<file path="config.mk">
export PLATFORM = sky130hd
export DESIGN_NAME = btn_conditioner
export DESIGN_NICKNAME = d
export VERILOG_FILES = /design/src/rtl/btn_pkg.sv /design/src/rtl/btn_debounce_ch.sv /design/src/rtl/btn_conditioner.sv
export SDC_FILE = /design/constraint.sdc
export NUM_CORES = 1
export LEC_CHECK = 0
export ABC_AREA = 0
export ABC_CLOCK_PERIOD_IN_PS = 2000
export CORE_MARGIN = 2
export CORE_UTILIZATION = 50
export CTS_CLUSTER_DIAMETER = 30
export CTS_CLUSTER_SIZE = 40
export DETAILED_ROUTE_END_ITERATION = 6
export HOLD_SLACK_MARGIN = 0.1
export PLACE_DENSITY = 0.8
export SYNTH_ARGS = -nofsm -noshare
export SYNTH_HDL_FRONTEND = slang
export SYNTH_SLANG_ARGS = --single-unit
</file>
<file path="constraint.sdc">
create_clock -name clk -period 2 [get_ports clk]
set_input_delay 0.6 -clock clk [delete_from_list [all_inputs] [get_ports clk]]
set_output_delay 0.6 -clock clk [all_outputs]
set_load 0.02 [all_outputs]
</file>
<file path="src/rtl/btn_pkg.sv">
// Shared defaults for the button conditioner: ULX3S button map, 25 MHz timing,
// a fast parameter set for simulation, and the per-channel event record.
package btn_pkg;

  localparam int         BTN_N                  = 7;
  localparam logic [6:0] BTN_ACTIVE_LOW_MASK    = 7'b0000001;  // btn[0] PWR idles high
  localparam int         BTN_TICK_DIV_DEF       = 25000;       // 1 ms at 25 MHz
  localparam int         BTN_DEBOUNCE_TICKS_DEF = 10;
  localparam int         BTN_REPEAT_DELAY_DEF   = 400;
  localparam int         BTN_REPEAT_RATE_DEF    = 66;

  localparam int         BTN_SIM_TICK_DIV       = 4;
  localparam int         BTN_SIM_DEBOUNCE_TICKS = 3;
  localparam int         BTN_SIM_REPEAT_DELAY   = 5;
  localparam int         BTN_SIM_REPEAT_RATE    = 2;

  typedef struct packed {
    logic level;
    logic press;
    logic rel;
    logic rpt;
  } btn_evt_t;

endpackage

</file>
<file path="src/rtl/btn_debounce_ch.sv">
// One button channel: 2-FF sync, polarity fix, tick-based debounce, edge pulses.
// Auto-repeat counter exists only when BTN_AUTOREPEAT_EN is defined.
module btn_debounce_ch
  import btn_pkg::*;
#(
  parameter bit ACTIVE_LOW     = 1'b0,
  parameter int DEBOUNCE_TICKS = BTN_DEBOUNCE_TICKS_DEF,
  parameter int REPEAT_DELAY   = BTN_REPEAT_DELAY_DEF,
  parameter int REPEAT_RATE    = BTN_REPEAT_RATE_DEF
) (
  input  logic     clk_i,
  input  logic     rst_ni,
  input  logic     tick_i,
  input  logic     raw_i,
  output btn_evt_t evt_o
);

  if (DEBOUNCE_TICKS < 1 || REPEAT_DELAY < 1 || REPEAT_RATE < 1) begin : g_bad_cfg
    $error("btn_debounce_ch: DEBOUNCE_TICKS, REPEAT_DELAY, REPEAT_RATE must be >= 1");
  end

  localparam int             DBW     = $clog2(DEBOUNCE_TICKS) + 1;
  localparam logic [DBW-1:0] DB_LAST = DBW'(DEBOUNCE_TICKS - 1);

  logic           sync1_q, sync2_q, norm;
  logic           level_q, level_d;
  logic [DBW-1:0] db_cnt_q, db_cnt_d;
  logic           press_q, rel_q;

  // A single matching sample, tick or not, restarts the window.
  always_comb begin
    norm     = sync2_q ^ ACTIVE_LOW;
    level_d  = level_q;
    db_cnt_d = db_cnt_q;
    if (norm == level_q) begin
      db_cnt_d = '0;
    end else if (tick_i) begin
      if (db_cnt_q == DB_LAST) begin
        level_d  = ~level_q;
        db_cnt_d = '0;
      end else begin
        db_cnt_d = db_cnt_q + 1'b1;
      end
    end
  end

  // Sync flops reset to the idle pin level so norm starts at 0.
  always_ff @(posedge clk_i or negedge rst_ni) begin
    if (!rst_ni) begin
      sync1_q  <= ACTIVE_LOW;
      sync2_q  <= ACTIVE_LOW;
      level_q  <= 1'b0;
      db_cnt_q <= '0;
      press_q  <= 1'b0;
      rel_q    <= 1'b0;
    end else begin
      sync1_q  <= raw_i;
      sync2_q  <= sync1_q;
      level_q  <= level_d;
      db_cnt_q <= db_cnt_d;
      press_q  <= level_d & ~level_q;
      rel_q    <= ~level_d & level_q;
    end
  end

  assign evt_o.level = level_q;
  assign evt_o.press = press_q;
  assign evt_o.rel   = rel_q;

`ifdef BTN_AUTOREPEAT_EN
  localparam int            RMAX = (REPEAT_DELAY > REPEAT_RATE) ? REPEAT_DELAY : REPEAT_RATE;
  localparam int            RW   = $clog2(RMAX) + 1;

  logic [RW-1:0] rpt_cnt_q, rpt_cnt_d;
  logic          rpt_fire, rpt_q;

  // Gating on level_d drops a repeat that lands on the release tick.
  always_comb begin
    rpt_cnt_d = rpt_cnt_q;
    rpt_fire  = 1'b0;
    if (!level_d) begin
      rpt_cnt_d = '0;
    end else if (!level_q) begin
      rpt_cnt_d = RW'(REPEAT_DELAY - 1);
    end else if (tick_i) begin
      if (rpt_cnt_q == '0) begin
        rpt_fire  = 1'b1;
        rpt_cnt_d = RW'(REPEAT_RATE - 1);
      end else begin
        rpt_cnt_d = rpt_cnt_q - 1'b1;
      end
    end
  end

  always_ff @(posedge clk_i or negedge rst_ni) begin
    if (!rst_ni) begin
      rpt_cnt_q <= '0;
      rpt_q     <= 1'b0;
    end else begin
      rpt_cnt_q <= rpt_cnt_d;
      rpt_q     <= rpt_fire;
    end
  end

  assign evt_o.rpt = rpt_q;
`else
  assign evt_o.rpt = 1'b0;
`endif

endmodule

</file>
<file path="src/rtl/btn_conditioner.sv">
// Button input stage: shared ms-scale tick plus N_BTN debounced channels with
// level, press/release pulses and (BTN_AUTOREPEAT_EN) auto-repeat pulses.
module btn_conditioner
  import btn_pkg::*;
#(
  parameter int               N_BTN           = BTN_N,
  parameter logic [N_BTN-1:0] ACTIVE_LOW_MASK = N_BTN'(BTN_ACTIVE_LOW_MASK),
  parameter int               TICK_DIV        = BTN_TICK_DIV_DEF,
  parameter int               DEBOUNCE_TICKS  = BTN_DEBOUNCE_TICKS_DEF,
  parameter int               REPEAT_DELAY    = BTN_REPEAT_DELAY_DEF,
  parameter int               REPEAT_RATE     = BTN_REPEAT_RATE_DEF
) (
  input  logic             clk,
  input  logic             resetn,
  input  logic [N_BTN-1:0] btn_raw,
  output logic             tick,
  output logic [N_BTN-1:0] btn_level,
  output logic [N_BTN-1:0] btn_press,
  output logic [N_BTN-1:0] btn_release,
  output logic [N_BTN-1:0] btn_repeat
);

  if (TICK_DIV < 2) begin : g_bad_div
    $error("btn_conditioner: TICK_DIV must be >= 2");
  end

  localparam int            CW       = $clog2(TICK_DIV);
  localparam logic [CW-1:0] DIV_LAST = CW'(TICK_DIV - 1);

  logic [CW-1:0] div_q, div_d;
  logic          tick_q;

  assign div_d = (div_q == DIV_LAST) ? '0 : div_q + 1'b1;

  // First tick lands TICK_DIV clocks after reset release.
  always_ff @(posedge clk or negedge resetn) begin
    if (!resetn) begin
      div_q  <= '0;
      tick_q <= 1'b0;
    end else begin
      div_q  <= div_d;
      tick_q <= (div_q == DIV_LAST);
    end
  end

  assign tick = tick_q;

  btn_evt_t [N_BTN-1:0] evt;

  for (genvar i = 0; i < N_BTN; i++) begin : g_ch
    btn_debounce_ch #(
      .ACTIVE_LOW     (ACTIVE_LOW_MASK[i]),
      .DEBOUNCE_TICKS (DEBOUNCE_TICKS),
      .REPEAT_DELAY   (REPEAT_DELAY),
      .REPEAT_RATE    (REPEAT_RATE)
    ) u_ch (
      .clk_i  (clk),
      .rst_ni (resetn),
      .tick_i (tick_q),
      .raw_i  (btn_raw[i]),
      .evt_o  (evt[i])
    );

    assign btn_level[i]   = evt[i].level;
    assign btn_press[i]   = evt[i].press;
    assign btn_release[i] = evt[i].rel;
    assign btn_repeat[i]  = evt[i].rpt;
  end

endmodule

</file>
==> results.txt <==
Synth cell types = 31
Setup CP Type = reg -> out
CTS sink count = 86
Mapped Cells = 361
Vias in the first global route = 2471
Pwr/cell area = 759 nW/um^2
Die ar. = 8570 um^2
Worst skew pair latency = 0.35 ns
Largest stage delay, worst path = 0.62 ns
Final Slew Violations = 0
# fillers = 626
Layout Skew = 0.00734 ns
Ys Warns = 0
Total congestion overflow = 0
Final hold vios = 0
Number of synthesized flops with an enable pin = 0
Area grow syn2layout = 12.1%
Async SR Flop Fraction = 100%
Antenna violations before repair = 0
CTS H-tree depth = 3
Largest net degree at the start of global routing = 37
CTS Root Cell = clkbuf_8
Sequential-to-total area share from yosys stat = 54.9%
ANT cells = 0
Final Critical Period = 1.91 ns
R2R cell count = 5
Slowest cell on crit path = clkdlybuf4s50_1
Min-delay worst type = in -> async
Total GRT Usage = 16.2%
P_leak = 1.95 nW
Drt initial violations = 106
Maximum VDD drop = 354 uV
Die width = 92.6 um
FMAX = 0.523 GHz
Max-Cap Viols = 0
Core footprint = 7650 um^2
Synthesized flop and latch total = 86
CP bufs+invs = 1
Initial Utilization = 51.3%
Crit share post-route = 95.7%
Crit path depth = 1
Clock tree from TritonCTS = built
Residual DRC = 0
Reg clk slew, reported paths = 0.08 ns
Main flop type after synthesis = dfrtp_1
Maximum clock insertion buffer count = 2
IO Count = 38
Site Rows = 32
Mapped Area = 3920 um^2
Placer congestion estimate = 0.786
CP delay by family, top = buffers and inverters
CP endpoint kind = output pin
Most frequent cells after synthesis = 84 x dfrtp_1, 41 x nand2_1, 36 x o21ai_0
Antenna Nets Post-Route = 0
DR WL/cell = 12.4 um
Final setup TNS = 0 ns
Hold_buf cts = 0
Worst Setup Start Kind = register
Synth top area cells = dfrtp_1 54%, buf_4 5.6%, ha_1 4.8%
Via Count = 2530
Port-buffer cells = 30
Cell accounting for the most synthesized area = dfrtp_1
Final setup viols = 0
Required @ worst endpoint = 1.40 ns
Die Height = 92.6 um
WL final = 6030 um
Crit-path max FO = 2
Count leader, synth = dfrtp_1
Final core utilization = 57.5%
Dpl cells = 473
Total CTS buffers = 9
Mean Syn Cell Area = 10.9 um^2
Drt first pass iters = 4
Fin cells = 488
Tot Pwr = 3.34 mW
RSZ-0062 raised after global routing = false
R2r startpoint = div_q[0]
Post-DR vias/cell = 5.18
Final #Nets = 406
# Post-CTS Setup Buffers = 0
Global-route wire length before repair = 11000 um
CP arrival = 1.31 ns
Share of the synthesized area in the top cell type = 53.6%
Critical path cell sequence = clkdlybuf4s50_1
CP startpoint = tick
Share of cells above drive strength 1 = 9.33%
Status = finished, final reports clean
Post-DP HPWL = 4250 um
## final cells by class
| class | instances | area, um^2 | area share [%] |
|---|---|---|---|
| flip-flops and latches | 86 | 2150 | 49.0 |
| multi-input cells | 242 | 1530 | 34.9 |
| repair buffers | 35 | 339 | 7.71 |
| clock buffers | 12 | 145 | 3.30 |
| well taps | 102 | 128 | 2.90 |
| clock inverters | 3 | 68.8 | 1.56 |
| inverters | 8 | 30.0 | 0.683 |
## repair_timing
| action | in CTS | in global routing |
|---|---|---|
| hold endpoints to repair | 0 | 0 |
| setup endpoints to repair | 7 | 0 |
| resized for setup | 7 | 0 |
## cells in the final DEF, fill, tap and decap left out, drive strengths merged
cell type / synthesis / final
a211o: 1 / 1
a21oi: 2 / 2
and3: 3 / 3
and4bb: 8 / 8
buf: 31 / 6
bufinv: 0 / 2
clkbuf: 0 / 12
clkdlybuf4s50: 0 / 22
clkinv: 0 / 1
conb: 1 / 7
dfrtp: 84 / 84
dfstp: 2 / 2
dlygate4sd2: 0 / 7
ha: 15 / 15
inv: 8 / 8
mux2: 6 / 6
nand2: 41 / 41
nand2b: 6 / 6
nand3: 24 / 24
nand4: 1 / 1
nor2: 20 / 20
nor2b: 1 / 1
nor3: 10 / 10
nor3b: 12 / 12
nor4: 1 / 1
nor4b: 2 / 2
o21ai: 41 / 41
or2: 1 / 1
or3: 7 / 7
or3b: 1 / 1
xnor2: 14 / 14
xor2: 18 / 18
## per-stage QoR
step           hold WS, ns  cell area [um^2]  worst slack (ns)
2_1_floorplan        0.304              3950             0.470
3_3_place_gp         0.335              4190             0.395
3_5_place_dp         0.336              4190             0.349
4_1_cts              0.215              4400            0.0601
5_1_grt              0.229              4400            0.0483
6_report             0.205              4400            0.0867
## path summary, 6_finish.rpt
path	end	slack, ns
max	tick	0.09
min	g_ch[2].u_ch.db_cnt_q[1]	0.21
max reg2reg	div_q[7]	0.34
min reg2reg	g_ch[5].u_ch.norm	0.35
max in group asynchronous	g_ch[3].u_ch.press_q	1.26
min in group clk	g_ch[5].u_ch.norm	0.35
## power by group
part	internal, mW	switching (mW)	leakage (nW)
combinational	0.0741	0.113	0.703
clock	0.734	0.565	0.107
sequential	1.80	0.0573	1.14
total	2.60	0.735	1.95
## flip-flops by register name, summed over array words and instances, names as in the netlist
| signal | cells |
|---|---|
| div_q | 15 |
| g_ch.u_ch.db_cnt_q | 35 |
| g_ch.u_ch.level_q | 7 |
| g_ch.u_ch.norm | 6 |
| g_ch.u_ch.press_q | 7 |
| g_ch.u_ch.rel_q | 7 |
| g_ch.u_ch.sync1_q | 7 |
| g_ch.u_ch.sync2_q | 1 |
| tick | 1 |
## logic make-up (layout without fill, tap and decap cells)
kind of cell               after synthesis  in the layout  share of synthesized area [%]
and+or+nand+nor                        138            138                           18.9
DFF                                     86             86                           54.9
AOI/OAI and AO/OA                       44             44                           5.81
buffers and inverters                   39             58                           6.57
xor gates and xnor gates                32             32                           7.15
adders and majority gates               15             15                           4.78
muxes                                    6              6                           1.72
other                                    1              7                         0.0956
## routing by layer
metal	up-vias	wire, um	track usage [%]
met3	13	202	3.82
li1	1228	-	-
met2	41	2960	26.3
met4	0	151	8.08
met5	-	0	0
met1	1248	2710	20.3
(Power assumes the default switching activity.)
